[config.mk]
export PLATFORM = sky130hd
export DESIGN_NAME = pht_update_queue
export DESIGN_NICKNAME = d
export VERILOG_FILES = /design/src/rtl/pht_update_queue.sv
export SDC_FILE = /design/constraint.sdc
export NUM_CORES = 1
export LEC_CHECK = 0
export BUFFER_PORTS_ARGS = -buffer_cell sky130_fd_sc_hd__buf_2
export CAP_MARGIN = 10
export CORE_UTILIZATION = 25
export DETAILED_ROUTE_END_ITERATION = 8
export GPL_TIMING_DRIVEN = 0
export HOLD_SLACK_MARGIN = 0.03
export PLACE_DENSITY = 0.47
export SLEW_MARGIN = 5
export SYNTH_ARGS = -nofsm -noshare
export SYNTH_HDL_FRONTEND = slang
export SYNTH_SLANG_ARGS = --single-unit
[constraint.sdc]
create_clock -name clk -period 2.4 [get_ports clk]
set_input_delay 0.12 -clock clk [delete_from_list [all_inputs] [get_ports clk]]
set_output_delay 0.12 -clock clk [all_outputs]
set_load 0.005 [all_outputs]
[src/rtl/pht_update_queue.sv]
// Buffers gshare PHT counter updates until the write port is free; build with PHT_UPDATE_MERGE_EN to fold repeat updates into the tail entry.
// Latency: a push in cycle N reaches the head in cycle N+1. Drain stalls while port_busy holds the port.
// Backpressure: none upstream; a push into a full queue without a same-cycle pop is dropped and flagged next cycle.
module pht_update_queue #(
    parameter int QUEUE_SIZE          = 32,
    parameter int PHT_ENTRY_NUM       = 2048,
    parameter int HIST_WIDTH          = 10,
    parameter int PC_WIDTH            = 32,
    parameter int INSN_ADDR_BIT_WIDTH = 2,
    localparam int PHT_IDX_W          = $clog2(PHT_ENTRY_NUM),
    localparam int CNT_W              = $clog2(QUEUE_SIZE) + 1
) (
    input  logic                  clk,
    input  logic                  rst,
    input  logic                  upd_valid,
    input  logic                  upd_is_cond,
    input  logic [PC_WIDTH-1:0]   upd_addr,
    input  logic [HIST_WIDTH-1:0] upd_history,
    input  logic                  upd_exec_taken,
    input  logic [1:0]            upd_prev_cnt,
    input  logic                  port_busy,
    output logic                  pht_we,
    output logic [PHT_IDX_W-1:0]  pht_wa,
    output logic [1:0]            pht_wv,
    output logic                  empty,
    output logic                  full,
    output logic [CNT_W-1:0]      count,
    output logic                  drop
);

    localparam int PTR_W  = $clog2(QUEUE_SIZE);
    localparam int ADDR_W = PC_WIDTH - INSN_ADDR_BIT_WIDTH;
    localparam int XW     = (ADDR_W > HIST_WIDTH) ? ADDR_W : HIST_WIDTH;

    logic [PHT_IDX_W-1:0] idx_q [QUEUE_SIZE];
    logic [1:0]           val_q [QUEUE_SIZE];

    logic [PTR_W-1:0] head_q, head_d;
    logic [PTR_W-1:0] tail_q, tail_d;
    logic [CNT_W-1:0] count_q, count_d;
    logic             drop_q, drop_d;

    logic [XW-1:0]        addr_ext;
    logic [XW-1:0]        hist_ext;
    logic [PHT_IDX_W-1:0] new_idx;
    logic [1:0]           new_cnt;
    logic                 push;
    logic                 pop;
    logic                 merge;
    logic                 enq;

    assign addr_ext = XW'(upd_addr[PC_WIDTH-1:INSN_ADDR_BIT_WIDTH]);
    assign hist_ext = XW'(upd_history);
    assign new_idx  = PHT_IDX_W'(addr_ext ^ hist_ext);

    always_comb begin
        new_cnt = upd_prev_cnt;
        if (upd_exec_taken) begin
            if (upd_prev_cnt != 2'd3) new_cnt = upd_prev_cnt + 2'd1;
        end else begin
            if (upd_prev_cnt != 2'd0) new_cnt = upd_prev_cnt - 2'd1;
        end
    end

    assign empty  = (count_q == '0);
    assign full   = (count_q == CNT_W'(QUEUE_SIZE));
    assign count  = count_q;
    assign drop   = drop_q;
    assign pht_we = !empty && !port_busy;
    assign pht_wa = idx_q[head_q];
    assign pht_wv = val_q[head_q];

    assign push = upd_valid && upd_is_cond;
    assign pop  = pht_we;

`ifdef PHT_UPDATE_MERGE_EN
    logic [PTR_W-1:0] tail_m1;
    assign tail_m1 = tail_q - PTR_W'(1);
    // The tail entry can only be leaving this cycle when it is also the sole (head) entry.
    assign merge   = push && !empty && (idx_q[tail_m1] == new_idx)
                     && !(pop && (count_q == CNT_W'(1)));
`else
    assign merge   = 1'b0;
`endif

    // A full queue still accepts a push when the head drains in the same cycle.
    assign enq = push && !merge && (!full || pop);

    always_comb begin
        head_d  = pop ? head_q + PTR_W'(1) : head_q;
        tail_d  = enq ? tail_q + PTR_W'(1) : tail_q;
        count_d = count_q + CNT_W'(enq) - CNT_W'(pop);
        drop_d  = push && !merge && full && !pop;
    end

    always_ff @(posedge clk) begin
        if (rst) begin
            head_q  <= '0;
            tail_q  <= '0;
            count_q <= '0;
            drop_q  <= 1'b0;
        end else begin
            head_q  <= head_d;
            tail_q  <= tail_d;
            count_q <= count_d;
            drop_q  <= drop_d;
        end
    end

    // Entry storage needs no reset: only slots between head and tail are ever read as valid.
    always_ff @(posedge clk) begin
        if (enq) begin
            idx_q[tail_q] <= new_idx;
            val_q[tail_q] <= new_cnt;
        end
`ifdef PHT_UPDATE_MERGE_EN
        if (merge) begin
            val_q[tail_m1] <= new_cnt;
        end
`endif
    end

endmodule

# Yosys cells after proc, flatten, opt, wreduce, memory -nomap -nowiden
# Memory sizes are Yosys's and may differ from the RTL's. A register that Yosys moved wholly into a read port is not among the register bits.
# Index checks and enable logic that the tools add are counted.
# totals
ff_bits	17
ram_bits	416
input_bits	50
out_inout_bits	23
word_cells	36
n_memories	2
# classes
addsub	6
eq_ne	2
n_mux	9
n_bitwise	1
reduce_logical	12
# mem_list
memory	words	word_bits	rd	rd_ports_with_merged_regs	wr	line	rtl
idx_q	32	11	1	1	1	35	logic [PHT_IDX_W-1:0] idx_q [QUEUE_SIZE];
val_q	32	2	1	1	1	36	logic [1:0] val_q [QUEUE_SIZE];
# op_table
cell	count
2-to-1 mux 5 bit	4
bitwise XOR 11 x 10 -> 11 bit	1
adder 5 x 1 -> 5 bit, second input constant	2
adder 6 x 1 -> 6 bit	1
== test 6 bit, second input constant	1
logical NOT 6 bit	1
2-to-1 mux 2 bit	3
subtractor 6 x 1 -> 6 bit	1
logical AND 1 bit	5
logical NOT 1 bit	4
adder 2 x 1 -> 2 bit, second input constant	1
2-to-1 mux 1 bit	2
!= test 2 bit, second input constant	1
nonzero test 2 bit	1
subtractor 2 x 1 -> 2 bit, second input constant	1
logical OR 1 bit	1

# Logic depth before layout (Yosys ltp)
# depth
ltp_word	7
mapped_depth	13
depth_no_buf	13

# Worst setup path after synthesis
# OpenSTA, ideal clock, no wires.
# synth_timing
kind	reg-to-reg
from	reg count_q[2] (netlist: count[2])
to	reg count_q[4] (netlist: count[4])
arrival_time_ns	2.445
required_time_ns	2.269
setup_slack_ns	-0.176
path_stages_with_launch	14
period_less_slack_ns	2.576
cell_sequence	dfxtp_1 inv_1 ha_1 and4bb_2 nor2_1 nand2_1 o21ai_0 ha_1 inv_1 fa_1 nand2b_1 a21oi_1 o21a_1 nor3_1
# synth_between
elab_chain_len	7
elab_cells_between_ends	9
cone_classes	add/sub: 2; eq/ne: 1; reduce/logical: 6
# synth_rtl
item	line	rtl
from (decl)	40	logic [CNT_W-1:0] count_q, count_d;
from (signal assigned)	105	count_q <= count_d;
logical NOT 6 bit (*)	65	assign empty = (count_q == '0);
named net empty	25	output logic empty,
logical NOT 1 bit (*)	69	assign pht_we = !empty && !port_busy;
logical AND 1 bit (*)	69	
named net pht_we	22	output logic pht_we,
logical OR 1 bit	87	assign enq = push && !merge && (!full || pop);
logical AND 1 bit	87	
adder 6 x 1 -> 6 bit	92	count_d = count_q + CNT_W'(enq) - CNT_W'(pop);
subtractor 6 x 1 -> 6 bit (*)	92	
# The timed path passes the listed nets; every way through them passes the cells marked *.
# A chain may end at the register's enable or synchronous reset.

==> metrics.md <==
| Metric | Value |
|---|---|
| Cell family with most CP delay | compound AO/OA/AOI/OAI gates |
| Worst skew pair latency | 590 ps |
| Final antenna-violating net count | 0 |
| Max Fclk | 352 MHz |
| GRT overflow | 0 |
| Max-Cap Viols | 0 |
| Largest stage delay, worst path | 550 ps |
| First-pass GRT wire length | 62.5 mm |
| Mapped Area | 17,300 um2 |
| Critical Path RT | 2280 ps |
| Clk buf depth | 3 |
| Max-slew violation count | 0 |
| Pre-Repair DR Iteration Count | 6 |
| Row count | 96 |
| DRC Markers | 0 |
| Reg clk slew, reported paths | 60 ps |
| Flops & latches, synth | 438 |
| Post-DR vias/cell | 4.44 |
| Synth cell types | 48 |
| CTS root buf | clkbuf_16 |
| Ports | 73 |
| Critical Path Slowest Stage Cell | mux4_2 |
| Status | finished with violations |
| Die height | 265 um |
| CP Class | reg -> out |
| Class of the worst hold path | in -> reg |
| Fin nets | 1,150 |
| Sink Count | 438 |
| DRT iter0 DRCs | 834 |
| Peak VDD IR | 0.620 mV |
| Final wirelength | 43.5 mm |
| Hold Fails Final Rpt | 0 |
| Unrepaired setup endpoints after global routing | true |
| Finish-stage setup viols | 13 |
| PnR Total Power | 18.2 mW |
| CTS tree | done |
| Count of input and output buffers | 51 |
| Top cell type's share of synthesized area | 0.722 |
| Relative slew margins | 0.545 |
| Worst EP arrival | 2720 ps |
| Post-synthesis async set-or-reset flop share | 0 |
| Setup Slack @ Placement | -899 ps |
| Sequential fraction of the synthesis area | 0.747 |
| Avg WL per Cell | 21.3 um |
| Fill count | 6,572 |
| Area grow syn2layout | 26.8% |
| Fin crit share | 1.19 |
| Cell mode on critical path | buf_12 |
| Leak Pwr | 6.77 nW |
| Die Footprint | 70,300 um2 |
| Worst hold slack | 46.7 ps |
| CP startpoint kind | register |
| Starting Density | 0.252 |
| Gr usage total | 0.123 |
| Initial antenna violation count | 0 |
| Worst-Margin Slew | 682 ps |
| Vias in the first global route | 9,052 |
| Worst setup EP type | output pin |
| Fin Setup TNS | -4980 ps |
| EDFF count, synth | 416 |
| Post-Synthesis Cells | 916 |
| Total number of vias | 9,090 |
| Main area contributors after synthesis | edfxtp_1 72%, mux2i_1 6.0%, mux4_2 5.2% |
| Top_reg_cell synth | edfxtp_1 |
| Synth area leader | edfxtp_1 |
| Core Region | 68,600 um2 |
| Final setup margin | -444 ps |
| CP bufs+invs | 3 |
| Hpwl dp | 29.4 mm |
| Ys Warns | 0 |
| Die Wd | 265 um |
| Max H-tree Level | 2 |
| CTS Buf Count | 45 |
| Routability Congestion | 0.841 |
| Pin count of the biggest net entering global routing | 33 |
| Synthesized area per cell | 18.9 um2 |
| Min Tclk post-route | 2840 ps |
| Share of layout cells above drive strength 1 | 0.322 |
| Power per cell area | 828 nW/um2 |
| Setup skew after layout | 10.6 ps |
| Critical path, cell by cell | buf_12, buf_12, mux4_2, a22o_4, a221oi_4, nand3_1, buf_2 |
| Violated checks | setup timing |
| Worst-path maximum fanout | 6 |
| Post-synth net total | 980 |
==> power by group <==
part | internal, mW | total (mW) | switching (mW)
Sequential | 8.58 | 8.67 | 0.0927
Clock | 3.55 | 6.39 | 2.85
Combinational | 1.38 | 3.10 | 1.72
Total | 13.5 | 18.2 | 4.66
==> cell families after synthesis <==
family,count (synthesis),share of synthesized area
AOI/OAI and AO/OA,95,0.0457
xor gates and xnor gates,19,0.00961
adders and majority gates,16,0.0117
buffers and inverters,58,0.0180
DFF,438,0.747
muxes,156,0.130
and+or+nand+nor,134,0.0376
==> worst paths after layout <==
kind / startpoint / end / slack (ps) / cells after the start
max: register / pht_wa[6] / -440 / 7
min reg2reg: head_q[1] / register / 520 / 2
max reg2reg: count[4] / idx_q[21][1] / 90 / 6
min: upd_history[7] / idx_q[5][7] / 50 / 2
==> cells in the final DEF, fill, tap and decap left out, types with 6 or more instances in the layout <==
cell / netlist / routed
nand3_1: 43 / 32
clkbuf_1: 14 / 19
a22oi_1: 52 / 49
xnor2_1: 7 / 7
nor2_2: 0 / 6
mux4_2: 40 / 52
a22o_4: 0 / 8
nand3_2: 0 / 11
nor2_4: 0 / 28
buf_16: 0 / 10
clkbuf_4: 0 / 7
inv_1: 13 / 11
buf_4: 4 / 35
nand2_1: 14 / 10
ha_1: 13 / 9
a221oi_4: 0 / 12
nor2_1: 50 / 16
clkbuf_16: 0 / 46
buf_12: 1 / 19
dfxtp_1: 22 / 16
edfxtp_1: 416 / 416
buf_6: 5 / 9
dlygate4sd3_1: 0 / 15
buf_2: 20 / 56
mux2i_1: 104 / 104
clkinv_1: 0 / 9
xor2_4: 0 / 10
==> worst reg2reg max path: cells and delay by family (launching register included) <==
family | cells | cell delay, ps
buffers and inverters | 1 | 70
adder cells (fa/ha/maj) | 1 | 170
AO/OA/AOI/OAI | 1 | 330
AND/OR/NAND/NOR | 3 | 1030
flip-flops | 1 | 340
==> per-stage QoR <==
step                cell area (um2)   util  std cells
floorplan                     17300      -        916
global placement              18800  0.274       1898
detailed placement            19400  0.283       1927
CTS                           21700  0.317       2036
global route                  21900  0.320       2044
finish                        21900  0.320       2045
==> metal layers <==
metal	track usage	part of all wire	vias to the layer above
met4	0.0344	0.018	0
met1	0.164	0.45	4753
met2	0.205	0.49	232
met5	0	0	-
li1	-	-	4053
met3	0.0217	0.046	52
==> final cells by class <==
cell class                 instances  area, um2  share of cell area
clock inverter                    16        124             0.00564
multi-input combinational        420       4850               0.221
sequential                       438      12900               0.590
tap                              931       1160              0.0531
buffer                            45        355              0.0162
inverter                          13       48.8             0.00222
timing repair buffer             123       1280              0.0585
clock buffer                      58       1170              0.0535
antenna                            1       2.50            0.000114
==> flip-flops by register name, summed over array words and instances, names as in the netlist, named ones only <==
signal,count
idx_q,352
drop,1
count,6
tail_q,5
val_q,64
head_q,5
==> what timing repair did <==
action,4_1_cts,5_1_grt
resized for setup,129,44
setup endpoints to repair,333,99
buffers inserted,18,8
hold endpoints to repair,68,0
gates cloned,2,0
hold buffers,15,0
pin swaps,34,19
==> cell usage after synthesis (all sizes together) (5+ instances only) <==
cell    instances
buf            31
xnor2           7
xor2           12
clkbuf         14
nand2          14
mux4           52
a22oi          52
ha             13
edfxtp        416
dfxtp          22
a21oi           5
a221oi         13
mux2i         104
nand3          43
nor2           50
a22o           13
inv            13
Power figures use the tool's default switching activity.
